## src/rtl/ysyx_idu_if.sv

```systemverilog
// Fetch-to-decode-to-execute handshake and decoded bundle of the ysyx decode stage.
// The slave side is the decode unit; the master side drives fetch inputs and consumes the bundle.
interface ysyx_idu_if #(
  parameter int ADDR_W = 32,
  parameter int DATA_W = 32
);
  logic              prev_valid;
  logic              ready_o;
  logic [DATA_W-1:0] inst;
  logic [ADDR_W-1:0] pc;
  logic              flush;
  logic              valid_o;
  logic              next_ready;
  logic [ADDR_W-1:0] pc_o;
  logic [DATA_W-1:0] inst_o;
  logic [6:0]        opcode_o;
  logic [2:0]        funct3_o;
  logic              funct7b5_o;
  logic [4:0]        rd_o;
  logic [4:0]        rs1_o;
  logic [4:0]        rs2_o;
  logic              rs1_en_o;
  logic              rs2_en_o;
  logic              wen_o;
  logic [31:0]       imm_o;
  logic              illegal_o;

  modport master (
    output prev_valid, inst, pc, flush, next_ready,
    input  ready_o, valid_o, pc_o, inst_o, opcode_o, funct3_o, funct7b5_o,
           rd_o, rs1_o, rs2_o, rs1_en_o, rs2_en_o, wen_o, imm_o, illegal_o
  );

  modport slave (
    input  prev_valid, inst, pc, flush, next_ready,
    output ready_o, valid_o, pc_o, inst_o, opcode_o, funct3_o, funct7b5_o,
           rd_o, rs1_o, rs2_o, rs1_en_o, rs2_en_o, wen_o, imm_o, illegal_o
  );
endinterface

```

## src/rtl/ysyx_idu.sv

```systemverilog
// RV32I decode stage: a single-entry pipeline register holding one fetched instruction,
// with every decoded field derived from the registered word so inst never reaches the outputs combinationally.
module ysyx_idu #(
  parameter int ADDR_W = 32,
  parameter int DATA_W = 32
) (
  input logic       clk,
  input logic       rst,
  ysyx_idu_if.slave bus
);

  typedef enum logic {EMPTY, FULL} state_t;

  state_t            r_state;
  state_t            w_nextState;
  logic              w_ready;
  logic              w_accept;
  logic              w_valid;
  logic [DATA_W-1:0] r_inst;
  logic [ADDR_W-1:0] r_pc;
  logic [31:0]       w_inst32;
  logic [6:0]        w_op;
  logic              w_opKnown;
  logic              w_legal;
  logic              w_rs1Use;
  logic              w_rs2Use;
  logic              w_wrUse;
  logic [31:0]       w_imm;

  assign w_valid  = (r_state == FULL);
  assign w_ready  = !w_valid || bus.next_ready;
  assign w_accept = bus.prev_valid && w_ready && !bus.flush;

  always_ff @(posedge clk or posedge rst) begin
    if (rst) begin
      r_state <= EMPTY;
    end else begin
      r_state <= w_nextState;
    end
  end

  // Flush wins over everything; a simultaneous drain and accept keeps the stage FULL.
  always_comb begin
    w_nextState = r_state;
    if (bus.flush) begin
      w_nextState = EMPTY;
    end else if (w_accept) begin
      w_nextState = FULL;
    end else if (bus.next_ready) begin
      w_nextState = EMPTY;
    end
  end

  always_ff @(posedge clk or posedge rst) begin
    if (rst) begin
      r_inst <= '0;
      r_pc   <= '0;
    end else if (w_accept) begin
      r_inst <= bus.inst;
      r_pc   <= bus.pc;
    end
  end

  assign w_inst32 = r_inst[31:0];
  assign w_op     = w_inst32[6:0];

  always_comb begin
    w_opKnown = 1'b1;
    w_rs1Use  = 1'b0;
    w_rs2Use  = 1'b0;
    w_wrUse   = 1'b0;
    w_imm     = 32'h0;
    case (w_op)
      7'h03, 7'h13, 7'h67, 7'h73: begin
        w_imm    = {{20{w_inst32[31]}}, w_inst32[31:20]};
        w_rs1Use = 1'b1;
        w_wrUse  = 1'b1;
      end
      7'h0F: begin
        w_opKnown = 1'b1;
      end
      7'h17, 7'h37: begin
        w_imm   = {w_inst32[31:12], 12'h000};
        w_wrUse = 1'b1;
      end
      7'h23: begin
        w_imm    = {{20{w_inst32[31]}}, w_inst32[31:25], w_inst32[11:7]};
        w_rs1Use = 1'b1;
        w_rs2Use = 1'b1;
      end
      7'h33: begin
        w_rs1Use = 1'b1;
        w_rs2Use = 1'b1;
        w_wrUse  = 1'b1;
      end
      7'h63: begin
        w_imm    = {{19{w_inst32[31]}}, w_inst32[31], w_inst32[7],
                    w_inst32[30:25], w_inst32[11:8], 1'b0};
        w_rs1Use = 1'b1;
        w_rs2Use = 1'b1;
      end
      7'h6F: begin
        w_imm   = {{11{w_inst32[31]}}, w_inst32[31], w_inst32[19:12],
                   w_inst32[20], w_inst32[30:21], 1'b0};
        w_wrUse = 1'b1;
      end
      default: begin
        w_opKnown = 1'b0;
      end
    endcase
  end

  assign w_legal = w_opKnown && (w_inst32[1:0] == 2'b11);

  // Control fields are qualified by valid so an empty stage never looks like it issues anything.
  assign bus.ready_o    = w_ready;
  assign bus.valid_o    = w_valid;
  assign bus.pc_o       = r_pc;
  assign bus.inst_o     = r_inst;
  assign bus.opcode_o   = w_op;
  assign bus.funct3_o   = w_inst32[14:12];
  assign bus.funct7b5_o = w_inst32[30];
  assign bus.rd_o       = w_inst32[11:7];
  assign bus.rs1_o      = w_inst32[19:15];
  assign bus.rs2_o      = w_inst32[24:20];
  assign bus.imm_o      = w_imm;
  assign bus.rs1_en_o   = w_valid && w_legal && w_rs1Use;
  assign bus.rs2_en_o   = w_valid && w_legal && w_rs2Use;
  assign bus.wen_o      = w_valid && w_legal && w_wrUse && (w_inst32[11:7] != 5'd0);
  assign bus.illegal_o  = w_valid && !w_legal;

endmodule
```

## src/flat_wrapper.sv

```systemverilog
// flat-port wrapper written by rule: the top's interface ports become plain ports
module ysyx_idu_flat 
#(
  parameter int ADDR_W = 32,
  parameter int DATA_W = 32
)
  (clk, rst, bus_prev_valid, bus_inst, bus_pc, bus_flush, bus_next_ready, bus_ready_o, bus_valid_o, bus_pc_o, bus_inst_o, bus_opcode_o, bus_funct3_o, bus_funct7b5_o, bus_rd_o, bus_rs1_o, bus_rs2_o, bus_rs1_en_o, bus_rs2_en_o, bus_wen_o, bus_imm_o, bus_illegal_o);
  ysyx_idu_if #(.ADDR_W(ADDR_W), .DATA_W(DATA_W)) bus_i ();
  input logic clk;
  input logic rst;
  input wire logic [$bits(bus_i.prev_valid)-1:0] bus_prev_valid;
  input wire logic [$bits(bus_i.inst)-1:0] bus_inst;
  input wire logic [$bits(bus_i.pc)-1:0] bus_pc;
  input wire logic [$bits(bus_i.flush)-1:0] bus_flush;
  input wire logic [$bits(bus_i.next_ready)-1:0] bus_next_ready;
  output wire logic [$bits(bus_i.ready_o)-1:0] bus_ready_o;
  output wire logic [$bits(bus_i.valid_o)-1:0] bus_valid_o;
  output wire logic [$bits(bus_i.pc_o)-1:0] bus_pc_o;
  output wire logic [$bits(bus_i.inst_o)-1:0] bus_inst_o;
  output wire logic [$bits(bus_i.opcode_o)-1:0] bus_opcode_o;
  output wire logic [$bits(bus_i.funct3_o)-1:0] bus_funct3_o;
  output wire logic [$bits(bus_i.funct7b5_o)-1:0] bus_funct7b5_o;
  output wire logic [$bits(bus_i.rd_o)-1:0] bus_rd_o;
  output wire logic [$bits(bus_i.rs1_o)-1:0] bus_rs1_o;
  output wire logic [$bits(bus_i.rs2_o)-1:0] bus_rs2_o;
  output wire logic [$bits(bus_i.rs1_en_o)-1:0] bus_rs1_en_o;
  output wire logic [$bits(bus_i.rs2_en_o)-1:0] bus_rs2_en_o;
  output wire logic [$bits(bus_i.wen_o)-1:0] bus_wen_o;
  output wire logic [$bits(bus_i.imm_o)-1:0] bus_imm_o;
  output wire logic [$bits(bus_i.illegal_o)-1:0] bus_illegal_o;
  assign bus_i.prev_valid = bus_prev_valid;
  assign bus_i.inst = bus_inst;
  assign bus_i.pc = bus_pc;
  assign bus_i.flush = bus_flush;
  assign bus_i.next_ready = bus_next_ready;
  assign bus_ready_o = bus_i.ready_o;
  assign bus_valid_o = bus_i.valid_o;
  assign bus_pc_o = bus_i.pc_o;
  assign bus_inst_o = bus_i.inst_o;
  assign bus_opcode_o = bus_i.opcode_o;
  assign bus_funct3_o = bus_i.funct3_o;
  assign bus_funct7b5_o = bus_i.funct7b5_o;
  assign bus_rd_o = bus_i.rd_o;
  assign bus_rs1_o = bus_i.rs1_o;
  assign bus_rs2_o = bus_i.rs2_o;
  assign bus_rs1_en_o = bus_i.rs1_en_o;
  assign bus_rs2_en_o = bus_i.rs2_en_o;
  assign bus_wen_o = bus_i.wen_o;
  assign bus_imm_o = bus_i.imm_o;
  assign bus_illegal_o = bus_i.illegal_o;
  ysyx_idu #(.ADDR_W(ADDR_W), .DATA_W(DATA_W)) u_core (.clk(clk), .rst(rst), .bus(bus_i));
endmodule
```

## config.mk

```make
export PLATFORM = sky130hd
export DESIGN_NAME = ysyx_idu_flat
export DESIGN_NICKNAME = d
export VERILOG_FILES = /design/src/rtl/ysyx_idu_if.sv /design/src/rtl/ysyx_idu.sv /design/src/flat_wrapper.sv
export SDC_FILE = /design/constraint.sdc
export NUM_CORES = 1
export LEC_CHECK = 0
export BUFFER_PORTS_ARGS = -buffer_cell sky130_fd_sc_hd__buf_4
export CORE_MARGIN = 2
export CORE_UTILIZATION = 39
export CTS_CLUSTER_DIAMETER = 50
export CTS_CLUSTER_SIZE = 10
export DETAILED_ROUTE_END_ITERATION = 6
export PLACE_DENSITY = 0.8
export SYNTH_ARGS = -nofsm -noshare
export SYNTH_HDL_FRONTEND = slang
export SYNTH_SLANG_ARGS = --single-unit
```

## constraint.sdc

```tcl
create_clock -name clk -period 1.9 [get_ports clk]
set_clock_uncertainty 0.2 [all_clocks]
set_input_delay 0.285 -clock clk [delete_from_list [all_inputs] [get_ports clk]]
set_output_delay 0.285 -clock clk [all_outputs]
set_load 0.01 [all_outputs]
```

======== Word level (Yosys, flattened, before mapping) ========
Cells that the tools add are included.
word-level totals
  flip-flop bits (word level) ............. 65
  latch bits .............................. 0
  memory bits (writable) .................. 0
  bits in read-only memories .............. 0
  output and inout port bits .............. 128
  memories kept ........................... 0
operators by class
  add/sub/neg operators ................... 0
  $mul .................................... 0
  divide/modulo/power cells ............... 0
  order comparisons ....................... 0
  equal/unequal tests ..................... 12
  shift-type cells ........................ 0
  multiplexer cells ....................... 8
  bitwise gates (word level) .............. 0
  reduce and logical (&&, ||, !) cells .... 21
operators by type and width
  operator                                       number
  one-hot mux 32 bit (5 select lines)            1
  == test 7 bit, second input constant           4
  == test 7 x 6 -> 1 bit, second input constant  3
  == test 7 x 5 -> 1 bit, second input constant  2
  OR reduction 11 bit                            1
  logical AND 1 bit                              9
  OR reduction 8 bit                             1
  == test 7 x 2 -> 1 bit, second input constant  1
  == test 7 x 4 -> 1 bit, second input constant  1
  two-way mux 1 bit                              7
  OR reduction 7 bit                             1
  nonzero test 5 bit                             1
  OR reduction 4 bit                             1
  logical NOT 1 bit                              3
  nonzero test 3 bit                             1
  OR reduction 3 bit                             1
  == test 2 bit, second input constant           1
  OR reduction 2 bit                             1
  logical OR 1 bit                               1

======== Logic depth before layout (Yosys ltp) ========
  depth after elaboration ................. 7
  mapped depth ............................ 6

======== Least setup slack after synthesis ========
OpenSTA, ideal clock, no wires.
  path kind ............................... register -> output
  from .................................... register u_core.r_inst[3], in the netlist u_core.bus.inst_o[3]
  to ...................................... output port bus_rs2_en_o
  arrival ................................. 1.511 ns
  path slack .............................. -0.096 ns
  stages on the path, launching flop included .. 4
  cells stage by stage .................... dfrtp_1 buf_4 nand4bb_1 a2111oi_0
between the ends
  word-level cells in the longest chain between the ends .. 6
RTL lines
  item                                            line                source
  start, declared                                 ysyx_idu.sv:19      logic [DATA_W-1:0] r_inst;
  start signal, assigned                          ysyx_idu.sv:59      r_inst <= bus.inst;
  == test 7 x 4 -> 1 bit (tied with other cells)  ysyx_idu.sv:73      case (w_op)
  OR reduction 11 bit (no source line)            -
  two-way mux 1 bit                               ysyx_idu.sv:73
  logical AND 1 bit                               ysyx_idu.sv:113     assign w_legal = w_opKnown && (w_inst32[1:0] == 2'b11);
  logical AND 1 bit                               ysyx_idu.sv:128     assign bus.rs2_en_o = w_valid && w_legal && w_rs2Use;
  logical AND 1 bit *                             ysyx_idu.sv:128
  end, declared                                   flat_wrapper.sv:27  output wire logic [$bits(bus_i.rs2_en_o)-1:0] bus_rs2_en_o;
Mark *: on every way between the ends. The rest lies on a longest branch, timed or not.

======== Worst setup path in the final report ========
  from .................................... register u_core.r_inst[3], in the netlist u_core.bus.inst_o[3]
  to ...................................... output port bus_imm_o[16]
between the ends
  word-level cells in the longest chain between the ends .. 3
RTL lines
  item                                                      line                source
  == test 7 x 2 -> 1 bit (tied with other cells)            ysyx_idu.sv:73
  OR reduction 4 bit or OR reduction 2 bit (tied branches)  ysyx_idu.sv:73
  one-hot mux 32 bit (5 select lines) *                     ysyx_idu.sv:73
  end, declared                                             flat_wrapper.sv:29  output wire logic [$bits(bus_i.imm_o)-1:0] bus_imm_o;
Marks and branches as above.

==> flow_summary.yaml <==
drt:
  wl_per_cell_um: 18.7
  drcViolationCount: 0
  drt_iter0_markers: 115
  antenna_left: 0
  viasPerCell: 4.98
  finalWirelength_mm: 12.4
  dr.pass1.iters: 4
  vias: 3290
status:
  violations: "setup timing"
  status: "finished with violations"
pwr:
  peakVddDrop_mv: 0.495
  power_leakage_uw: 0.00309
  p_per_area_mw_per_mm2: 835
  p_total_uw: 5240
sta:
  setup_violations: 36
  fmax_mhz: 401
  fin_ws_ns: -0.596
  slew-limit-headroom_pct: 64.5
  hold_slack_ns: 0.0165
  hold_viol: 0
  final_max_slew_viol_count: 0
  min_period_ns: 2.50
  finalCritPeriodShare_pct: 131
  grt_setup_unrepaired: "true"
  tightest_slew_ns: 0.531
worst_setup_path:
  path_max_fanout: 8
  reg2reg_slack_ns: 0
  critPathSlowestCell: "dfrtp_2"
  r2r-end: "u_core.bus.pc_o[18]"
  critical_path_required_ns: 1.41
  cp.arrival_ns: 2.01
  r2r-start: "u_core.bus.valid_o"
  start_kind: "flop"
  slowest_delay_ns: 0.47
  cp_cell_sequence: "nand3b_1, buf_4, a2111oi_4, o21a_4, a21o_1, buf_6"
  worst-setup-path-type: "flop to primary output"
  ff2ff_path_depth: 6
  end_kind: "primary output"
clock_network:
  tritoncts: "done"
  htree_num_levels: 3
  clock_latency_ns: 0.32
  cts-root-buf: "clkbuf_8"
  clockBufferDepth: 2
  path_clk_slew_ns: 0.08
  cts.sinks: 65
  numCtsBuffers: 9
final_layout:
  final_nets: 619
  utilization_pct: 76.7
  synthToLayoutAreaGrowth_pct: 92.1
  layout-drive-gt1-share_pct: 67.2
  diodes: 0
grt:
  grt_pass1_vias: 3440
  grt_pass1_wl_mm: 17.5
  gr-total-overflow: 0
  grt_max_degree: 41
  grtUsageTotal_pct: 25.5
  antenna_found_initial: 0
logic_synthesis:
  synth.avg_cell_area_um2: 12.5
  netlist_area_mm2: 0.00327
  yosysWarnings: 0
  ys_ff_latch: 65
  syn_inst: 261
  syn-num-nets: 330
  ys_seq_area_share_pct: 49.8
  yosysUniqueCellTypes: 41
run:
  max_cap_viol_count: 0
die:
  core_region_area_mm2: 0.00818
  io-pin-count: 197
  die_y_um: 95.5
  fp-row-count: 33
  start_util_pct: 39.9
  die-area_mm2: 0.00912
  die_w_um: 95.5
min_path:
  hold_start: "bus_pc[20]"
  whs_path_depth: 2
  min_path_type: "input port to flop"
  min_to: "u_core.bus.pc_o[20]"
place:
  gp_congestion: 0.965
  portBuffers: 196
  dp_hpwl_mm: 7.35
cells in the mapped netlist:
master     count  share of area, %
dfrtp_1       65                50
mux2_2        64                22
buf_4         35               8.0
a21o_1        18               4.1
nor2_1         9               1.0
inv_1          7              0.80
nor2b_1        6               1.1
a21oi_1        5              0.77
nand2_1        5              0.57
a2111oi_0      4               1.1
a22o_1         4               1.1
buf_6          3               1.0
and3_1         2              0.38
buf_2          2              0.31
nand2b_1       2              0.38
nand3_1        2              0.31
nor3_2         2              0.61
nor3b_1        2              0.46
o21a_1         2              0.46
a21o_2         1              0.27
a311o_1        1              0.31
a31o_2         1              0.27
a31oi_1        1              0.19
and2_2         1              0.23
and2b_1        1              0.23
and2b_2        1              0.27
and3_2         1              0.23
nand3b_1       1              0.23
nand4bb_1      1              0.34
nor2_2         1              0.19
o211a_1        1              0.31
o211ai_1       1              0.23
o21a_2         1              0.27
o21ai_0        1              0.15
o21bai_1       1              0.23
o221a_2        1              0.34
o31a_1         1              0.27
or2_2          1              0.19
or3b_2         1              0.27
or4_1          1              0.23
xnor2_1        1              0.27
what timing repair did:
item                                   in CTS  in global routing
cloned                                      1                  1
endpoints found under the hold margin      82                  1
gates resized for setup                    32                 45
setup buffers                               4                  9
pin swaps                                   3                 20
setup endpoints to repair                  38                100
hold buffers                               64                  1
metal layers:
metal	GRT usage [%]	routed length (um)	vias up
met5	0	0	-
met4	8.93	348	0
met3	4.74	631	30
met2	47.2	6810	142
met1	29.3	4570	1640
li1	-	-	1478
power breakdown:
group | switching (uW) | total (uW) | internal, uW
Combinational | 847 | 2050 | 1210
Sequential | 242 | 1870 | 1620
Clock | 546 | 1320 | 774
state kept, by name, summed over array words and instances (netlist names):
register	cells
u_core.bus.valid_o	1
u_core.bus.pc_o	32
u_core.bus.inst_o	32
cell families after synthesis:
group / share of synthesized area, %
compound gates: 10.3
simple gates: 7.32
flops: 49.8
xor+xnor: 0.268
mux: 22.1
buf+inv: 10.2
layout by cell type (no fill, tap or decap), types with 2 or more instances in the layout:
| cell type | count |
|---|---|
| nor2b_1 | 6 |
| dfrtp_2 | 5 |
| clkbuf_8 | 10 |
| a21oi_2 | 3 |
| a2111oi_4 | 2 |
| a21oi_1 | 2 |
| a22o_1 | 4 |
| nor2_2 | 2 |
| buf_4 | 215 |
| a21o_1 | 18 |
| inv_1 | 5 |
| nand3_1 | 2 |
| o31a_4 | 2 |
| mux2_2 | 64 |
| nor2_1 | 5 |
| nand2_1 | 4 |
| clkinv_2 | 2 |
| dfrtp_1 | 60 |
| buf_12 | 4 |
| dlygate4sd3_1 | 65 |
| bufinv_16 | 2 |
| and3_4 | 3 |
| o21a_1 | 2 |
| nor3_4 | 2 |
| nor2_4 | 3 |
| buf_6 | 31 |
layout make-up:
type	count	area, um2
repair buffers	317	2730
fillers	514	1900
flip-flops and latches	65	1630
multi-input cells	150	1530
clock buffers	11	141
well taps	105	131
clock inverters	5	78.8
inverters	7	30.0
through the flow:
step | cells | setup WS (ns) | cell area (um2) | setup TNS, ns
floorplan | 261 | -0.0738 | 3290 | -1.22
global placement | 565 | -0.248 | 4950 | -6.14
detailed placement | 565 | -0.256 | 4950 | -7.38
CTS | 650 | -0.535 | 5990 | -17.40
global route | 660 | -0.655 | 6270 | -20.48
finish | 660 | -0.596 | 6270 | -17.66
worst max path at each step:
| stage | from | end | slack, ns | cells past startpoint |
|---|---|---|---|---|
| after global routing | u_core.bus.inst_o[3] | bus_imm_o[16] | -0.66 | 6 |
| after CTS | u_core.bus.inst_o[2] | bus_imm_o[26] | -0.54 | 5 |
| after detailed placement | u_core.bus.inst_o[3] | bus_imm_o[26] | -0.26 | 5 |
| final | u_core.bus.inst_o[3] | bus_imm_o[16] | -0.60 | 6 |
| after floorplan | u_core.bus.inst_o[3] | bus_imm_o[20] | -0.07 | 6 |
| after global placement | u_core.bus.inst_o[4] | bus_imm_o[15] | -0.25 | 5 |
critical path: cells and delay by family, from the launching register on:
| kind | cells | cell delay (ns) |
|---|---|---|
| and+or+nand+nor | 1 | 0.28 |
| DFF | 1 | 0.47 |
| AOI/OAI and AO/OA | 3 | 0.60 |
| buffers and inverters | 2 | 0.32 |
Power figures use the tool's default switching activity.
